--- src/rtl/icmp_rx_arbiter.sv ---
// Round-robin message arbiter sharing one ICMP_read parser between two word sources.
// Define ICMP_CHECKSUM_CHECK_EN to build the ones'-complement checksum check on chk_err.
module icmp_rx_arbiter #(
    parameter int WORDS     = 5,
    parameter int STALL_MAX = 8
) (
    input  logic        clock,
    input  logic        reset,
    input  logic        req0_valid,
    input  logic [31:0] req0_data,
    output logic        req0_ready,
    input  logic        req1_valid,
    input  logic [31:0] req1_data,
    output logic        req1_ready,
    output logic        out_valid,
    output logic [31:0] out_data,
    output logic        out_first,
    output logic        out_last,
    output logic        out_src,
    output logic        msg_done,
    output logic        msg_abort,
    output logic        chk_err
);
    localparam int              CW        = $clog2(WORDS);
    localparam logic [CW-1:0]   LAST_IDX  = CW'(WORDS - 1);
    localparam logic [CW-1:0]   CNT_ZERO  = CW'(0);
    localparam logic [CW-1:0]   CNT_ONE   = CW'(1);
    localparam logic [7:0]      STALL_LIM = 8'(STALL_MAX);

    typedef enum logic [1:0] {
        S_IDLE  = 2'd0,
        S_XFER  = 2'd1,
        S_ABORT = 2'd2
    } state_t;

    state_t        r_state;
    logic          r_src;
    logic          r_last_grant;
    logic [CW-1:0] r_word_cnt;
    logic [7:0]    r_stall_cnt;
    logic          r_out_valid;
    logic [31:0]   r_out_data;
    logic          r_out_first;
    logic          r_out_last;
    logic          r_msg_done;
    logic          r_msg_abort;

    logic          w_sel_valid;
    logic [31:0]   w_sel_data;
    logic          w_accept;
    logic          w_accept_last;
    logic          w_grant_valid;
    logic          w_grant;

    // Granted-source mux and round-robin pick for the next grant
    always_comb begin
        w_sel_valid   = r_src ? req1_valid : req0_valid;
        w_sel_data    = r_src ? req1_data  : req0_data;
        w_accept      = (r_state == S_XFER) && w_sel_valid;
        w_accept_last = w_accept && (r_word_cnt == LAST_IDX);
        w_grant_valid = (r_state == S_IDLE) && (req0_valid || req1_valid);
        if (req0_valid && req1_valid) begin
            w_grant = ~r_last_grant;
        end else if (req1_valid) begin
            w_grant = 1'b1;
        end else begin
            w_grant = 1'b0;
        end
    end

    assign req0_ready = (r_state == S_XFER) && !r_src;
    assign req1_ready = (r_state == S_XFER) &&  r_src;
    assign out_valid  = r_out_valid;
    assign out_data   = r_out_data;
    assign out_first  = r_out_first;
    assign out_last   = r_out_last;
    assign out_src    = r_src;
    assign msg_done   = r_msg_done;
    assign msg_abort  = r_msg_abort;

    // Message FSM with registered framing outputs
    always_ff @(posedge clock or posedge reset) begin
        if (reset) begin
            r_state      <= S_IDLE;
            r_src        <= 1'b0;
            r_last_grant <= 1'b1;
            r_word_cnt   <= CNT_ZERO;
            r_stall_cnt  <= 8'd0;
            r_out_valid  <= 1'b0;
            r_out_data   <= 32'h0000_0000;
            r_out_first  <= 1'b0;
            r_out_last   <= 1'b0;
            r_msg_done   <= 1'b0;
            r_msg_abort  <= 1'b0;
        end else begin
            r_out_valid <= 1'b0;
            r_out_first <= 1'b0;
            r_out_last  <= 1'b0;
            r_msg_done  <= 1'b0;
            r_msg_abort <= 1'b0;
            case (r_state)
                S_IDLE: begin
                    if (w_grant_valid) begin
                        r_src        <= w_grant;
                        r_last_grant <= w_grant;
                        r_word_cnt   <= CNT_ZERO;
                        r_stall_cnt  <= 8'd0;
                        r_state      <= S_XFER;
                    end else begin
                        r_state <= S_IDLE;
                    end
                end
                S_XFER: begin
                    if (w_accept) begin
                        r_out_valid <= 1'b1;
                        r_out_data  <= w_sel_data;
                        r_out_first <= (r_word_cnt == CNT_ZERO);
                        r_out_last  <= w_accept_last;
                        r_stall_cnt <= 8'd0;
                        if (w_accept_last) begin
                            r_msg_done <= 1'b1;
                            r_word_cnt <= CNT_ZERO;
                            r_state    <= S_IDLE;
                        end else begin
                            r_word_cnt <= r_word_cnt + CNT_ONE;
                        end
                    end else if ((r_stall_cnt + 8'd1) >= STALL_LIM) begin
                        // last_grant already names this source, so the other wins the next tie
                        r_stall_cnt <= STALL_LIM;
                        r_msg_abort <= 1'b1;
                        r_state     <= S_ABORT;
                    end else begin
                        r_stall_cnt <= r_stall_cnt + 8'd1;
                    end
                end
                S_ABORT: begin
                    r_state <= S_IDLE;
                end
                default: begin
                    r_state <= S_IDLE;
                end
            endcase
        end
    end

`ifdef ICMP_CHECKSUM_CHECK_EN
    function automatic logic [15:0] ones_add(input logic [15:0] a, input logic [15:0] b);
        logic [16:0] s;
        s = {1'b0, a} + {1'b0, b};
        return s[15:0] + {15'd0, s[16]};
    endfunction

    logic [15:0] r_csum;
    logic        r_chk_err;
    logic [15:0] w_csum_next;

    assign w_csum_next = ones_add(ones_add(r_csum, w_sel_data[31:16]), w_sel_data[15:0]);
    assign chk_err     = r_chk_err;

    // Checksum accumulator; verdict raised alongside msg_done
    always_ff @(posedge clock or posedge reset) begin
        if (reset) begin
            r_csum    <= 16'h0000;
            r_chk_err <= 1'b0;
        end else begin
            r_chk_err <= 1'b0;
            if (w_grant_valid) begin
                r_csum <= 16'h0000;
            end else if (w_accept) begin
                r_csum    <= w_csum_next;
                r_chk_err <= w_accept_last && (w_csum_next != 16'hFFFF);
            end else begin
                r_csum <= r_csum;
            end
        end
    end
`else
    assign chk_err = 1'b0;
`endif

endmodule

--- config.mk ---
export PLATFORM = sky130hd
export DESIGN_NAME = icmp_rx_arbiter
export DESIGN_NICKNAME = d
export VERILOG_FILES = /design/src/rtl/icmp_rx_arbiter.sv
export SDC_FILE = /design/constraint.sdc
export NUM_CORES = 1
export LEC_CHECK = 0
export CAP_MARGIN = 10
export CORE_MARGIN = 3
export CORE_UTILIZATION = 40
export CTS_CLUSTER_SIZE = 28
export DETAILED_ROUTE_END_ITERATION = 16
export PLACE_DENSITY = 0.78
export SYNTH_ARGS = -nofsm -noshare
export SYNTH_HDL_FRONTEND = slang
export SYNTH_SLANG_ARGS = --single-unit
--- constraint.sdc ---
create_clock -name clock -period 2.2 [get_ports clock]
set_clock_uncertainty 0.1 [all_clocks]
set_input_delay 0.22 -clock clock [delete_from_list [all_inputs] [get_ports clock]]
set_output_delay 0.22 -clock clock [all_outputs]
set_load 0.05 [all_outputs]
# After elaboration in Yosys (flattened, before gate mapping)
# Index checks and enable logic that the tools add are counted.
[totals]
register_bits = 52
latch_bits = 0
mem_bits_rw = 0
mem_bits_ro = 0
input_bits = 68
word_cells = 66
memories = 0
[classes]
addsub = 2
mul = 0
div = 0
n_lt_le_gt_ge = 1
eq_ne = 6
shifts = 0
n_mux = 29
bitwise_logic = 1
n_reduce_logical = 16
[ops]
columns = ["op", "n"]
rows = [
  ["32-bit two-way mux", 1],
  ["8-bit two-way mux", 3],
  ["1-bit two-way mux", 16],
  ["8-bit case mux with 2 select lines", 1],
  ["3-bit two-way mux", 3],
  ["8-bit by 1-bit adder with 8-bit output, second input constant", 1],
  ["8-bit by 4-bit >= comparator with 1-bit output, second input constant", 1],
  ["2-bit AND reduction", 4],
  ["1-bit logical AND", 6],
  ["2-bit two-way mux", 3],
  ["3-bit case mux with 2 select lines", 1],
  ["2-bit != test, second input constant", 2],
  ["2-bit case mux with 2 select lines", 1],
  ["3-bit by 1-bit adder with 3-bit output, second input constant", 1],
  ["3-bit == test, second input constant", 1],
  ["3-bit logical NOT", 1],
  ["3-bit by 2-bit != test with 1-bit output, second input constant", 1],
  ["3-bit != test, second input constant", 1],
  ["3-bit AND reduction", 1],
  ["2-bit by 1-bit == test with 1-bit output, second input constant", 1],
  ["2-bit logical NOT", 1],
  ["2-bit nonzero test", 1],
  ["1-bit logical NOT", 1],
  ["1-bit logical OR", 1],
  ["1-bit inverter", 1],
]

# Logic depth before layout (Yosys ltp)
# Gate-level depths: netlist of the first run.
[depth]
depth_word = 6
ltp_mapped = 6

# Least setup slack after synthesis of the first run
# Ideal clock, no wire load.
[synth_timing]
path_type = "register to register"
start = "register r_src (netlist: out_src)"
end = "register r_stall_cnt[2]"
arrival_time_ns = 1.939
setup_slack_ns = 0.083
path_stages_with_launch = 7
path_buffers = 1
period_less_slack_ns = 2.117
path_cell_list = "dfrtp_1 > buf_6 > mux2_4 > or3_1 > o22a_1 > o21ai_2 > o2bb2ai_1"
[synth_between]
elab_chain_cells = 4
[synth_rtl]
columns = ["item", "line_no", "rtl"]
rows = [
  ["from (decl)", "37", "logic r_src;"],
  ["from (signal assigned)", "104", "r_src <= w_grant;"],
  ["1-bit two-way mux", "57", "w_sel_valid = r_src ? req1_valid : req0_valid;"],
  ["1-bit logical AND", "59", "w_accept = (r_state == S_XFER) && w_sel_valid;"],
  ["8-bit two-way mux", "114", "if (w_accept) begin"],
  ["8-bit case mux with 2 select lines", "101", "case (r_state)"],
  ["to (signal assigned)", "133", "r_stall_cnt <= r_stall_cnt + 8'd1;"],
  ["to (decl)", "40", "logic [7:0] r_stall_cnt;"],
]
# Every way passes these cells.
# A chain may end at the register's enable or synchronous reset.

# Worst setup path in the final report of the first run
# Ends and elaborated chain as after synthesis.

==> metrics.md, run 1 <==
| Metric | Value |
|---|---|
| Status | `completed` |
| Max cap viols | `0` |
| Syn Area/Cell | `10.3 µm²` |
| Dpl cells | `397` |
| Layout area overhead | `53.6%` |
| Combinational power share | `61.0%` |
| PortBufs | `107` |
| Pint | `2.75 mW` |
| Number of I/O pins | `109` |
| Hold_buf cts | `0` |
| Syn Inst Count | `226` |
| Mapped Nets | `297` |
| Leading cell types by count after synthesis | `50 x dfrtp_1, 39 x nor2_1, 34 x mux2i_1` |
| Leak | `1.56 nW` |
| Most area-hungry cell type in the Yosys netlist | `dfrtp_1` |
| Fin cells | `405` |
| Initial antenna violation count | `0` |
| Psw | `2.59 mW` |
| Detail Route Antenna Nets | `0` |
| Via Count | `1921` |
| Number of global-route vias before repair | `1830` |
| CP required | `2.32 ns` |
| Largest net degree at the start of global routing | `70` |
| Core Rows | `27` |
| Antenna Cells | `0` |
| DP Area | `3500 µm²` |
| Switching share of power | `48.5%` |
| First-pass GRT wire length | `8.17 mm` |
| Rel. slew slack | `65.1%` |
| Grt ovf | `0` |
| Core region area | `5570 µm²` |
| Tcrit/Tclk final | `85.3%` |
| Sink Count | `51` |
| DRC | `0` |
| Post-synth EDFFs | `0` |
| Effective utilization at floorplan | `42.0%` |
| Worst-path clk slew | `0.09 ns` |
| Wirelength per Cell | `13.1 µm` |
| Part of the power in the clock network | `10.1%` |
| Flop pwr share | `28.9%` |
| Max-slew violation count | `0` |
| DRT Pass-1 Iters | `4` |
| Avg Vias per Cell | `4.74` |
| Final Hold Viols | `0` |
| Asr flop ratio synth | `100%` |
| Post-CTS Resized | `0` |
| Yosys warns | `0` |
| CP startpoint kind | `register` |
| FILL cells | `478` |
| Post-DP HPWL | `4.15 mm` |
| DP Worst Slack | `0.125 ns` |
| Post-Layout Inst Area | `3590 µm²` |
| Synth area leaders | `dfrtp_1 54%, mux2i_1 15%, a21oi_1 7.1%` |
| Initial drt markers | `100` |
| Post-Syn Area | `2340 µm²` |
| Deepest clock path buffer count | `2` |
| Endpoints failing setup | `0` |
| Maximum vdd ir drop | `0.000904 V` |
| Worst hold path type | `in -> async` |
| Most frequent cell after synthesis | `dfrtp_1` |
| Register area share after synthesis | `54.6%` |
| GRT Util Overall | `15.6%` |
| Die Ht | `82.5 µm` |
| Max H-tree Level | `2` |
| Setup ws final | `0.323 ns` |
| Layout cells sized above 1 | `6.61%` |
| Root Driver | `clkbuf_8` |
| Die ar. | `6800 µm²` |
| # nets final | `403` |
| Worst-path fanout max | `12` |
| Setup TNS | `0 ns` |
| Setup crit end kind | `register` |
| Synth Flop Type | `dfrtp_1` |
| CTS tree | `yes` |
| Top cell type's share of synthesized area | `53.5%` |
| CP Class | `reg -> reg` |
| Post-route minimum period | `1.88 ns` |
| Unrepaired setup endpoints after global routing | `no` |
| Width of the die | `82.5 µm` |
| Routed Wire Length | `5.30 mm` |
| Critical path arrival | `1.99 ns` |
| Max frequency | `533 MHz` |
| Post-CTS setup buffers | `0` |
| Power per cell area | `1490 nW/µm²` |
| Total CTS buffers | `5` |
| Tightest Pin Transition | `0.519 ns` |
| Final GP Congestion | `0.822` |
| Cell variety after synth | `35` |
| Clock Latency Late Sink | `0.29 ns` |
| Flops & latches, synth | `51` |
## path summary, 6_finish.rpt
| path | from | to | slack [ns] | cells after the start |
|---|---|---|---|---|
| worst max-delay path | out_src | r_stall_cnt[2] | 0.32 | 6 |
| worst min-delay path | reset | out_data[15] | 0.13 | 2 |
| worst max register to register | out_src | r_stall_cnt[2] | 0.32 | 6 |
| worst min register to register | r_word_cnt[2] | out_first | 0.39 | 1 |
| max in group asynchronous | reset | r_last_grant | 1.29 | 3 |
| min in group clock | r_word_cnt[2] | out_first | 0.39 | 1 |
## power groups by stage
| stage | sequential (mW) | clock (mW) | combinational (mW) |
|---|---|---|---|
| after floorplan | 2.65 | 0 | 1.13 |
| after global placement | 1.55 | 0 | 3.25 |
| after detailed placement | 1.57 | 0 | 3.30 |
| after CTS | 1.55 | 0.563 | 3.30 |
| after global routing | 1.61 | 0.605 | 3.48 |
| final | 1.55 | 0.539 | 3.26 |
## cells by family (layout without fill, tap and decap cells)
family,Yosys count,in the layout,share of synthesized area (%)
AO/OA/AOI/OAI,48,48,11.4
buffers and inverters,18,125,3.64
AND/OR/NAND/NOR,70,70,13.4
other,1,1,0.160
adder cells (fa/ha/maj),3,3,1.61
multiplexers,35,35,15.2
flip-flops,51,51,54.6
## placed cells by master (no fill, tap or decap), drive strengths merged
cell	n
inv	5
clkdlybuf4s50	104
a21oi	33
buf	8
nor4	1
o2bb2ai	1
a31oi	1
o22a	1
nand3	3
nand2	11
and4	1
or3	1
a211oi	1
clkinv	1
o22ai	1
nor3	1
nor2	39
o21ai	8
or2	1
and2	5
nand4	2
clkbuf	7
nor2b	1
and3	1
mux2	1
dfstp	1
nand3b	2
ha	3
conb	1
dfrtp	50
mux2i	34
a32o	2
nand2b	1
## critical path: stages, from the launching register on
cell	delay (ns)
dfrtp_2	0.39
buf_4	0.23
mux2i_1	0.41
nand4_1	0.15
o22a_1	0.28
o21ai_2	0.13
o2bb2ai_1	0.12
## sequential cells by signal, indices dropped and copies added, names as in the netlist
register	cells
out_first	1
msg_done	1
r_word_cnt	3
out_data	32
r_stall_cnt	8
out_valid	1
r_last_grant	1
r_state	2
out_src	1
msg_abort	1
## cell type report
cell class | count | area [µm²] | area share, %
Tap cell | 72 | 90.1 | 2.51
Timing Repair Buffer | 112 | 1130 | 31.3
Sequential cell | 51 | 1280 | 35.6
Clock inverter | 1 | 8.76 | 0.244
Clock buffer | 7 | 86.3 | 2.40
Multi-Input combinational cell | 157 | 983 | 27.4
Inverter | 5 | 18.8 | 0.522
## through the flow
stage / hold slack (ns) / util, % / power (mW)
2_1_floorplan: 0.190 / - / 3.78
3_3_place_gp: 0.369 / 62.7 / 4.80
3_5_place_dp: 0.376 / 62.7 / 4.87
4_1_cts: 0.136 / 64.4 / 5.42
5_1_grt: 0.169 / 64.4 / 5.69
6_report: 0.132 / 64.4 / 5.35
## metal layers
layer  up-vias  part of all wire, %  track usage, %
met4         0                 0.89            4.49
met3         4                  9.7            5.10
met2        67                   49            26.8
met5         -                    0               0
li1        992                    -               -
met1       858                   40            18.4
Note: power is estimated with default switching activity, not from simulation.
==> run 2, diff against run 1 <==
--- a/config.mk
+++ b/config.mk
@@ -8,8 +8,8 @@
 export CAP_MARGIN = 10
 export CORE_MARGIN = 3
 export CORE_UTILIZATION = 40
-export CTS_CLUSTER_SIZE = 28
 export DETAILED_ROUTE_END_ITERATION = 16
+export HOLD_SLACK_MARGIN = 0.12
 export PLACE_DENSITY = 0.78
 export SYNTH_ARGS = -nofsm -noshare
 export SYNTH_HDL_FRONTEND = slang
==> results of run 2 <==
The final DEF is identical to that of run 1; final timing and power are the same.
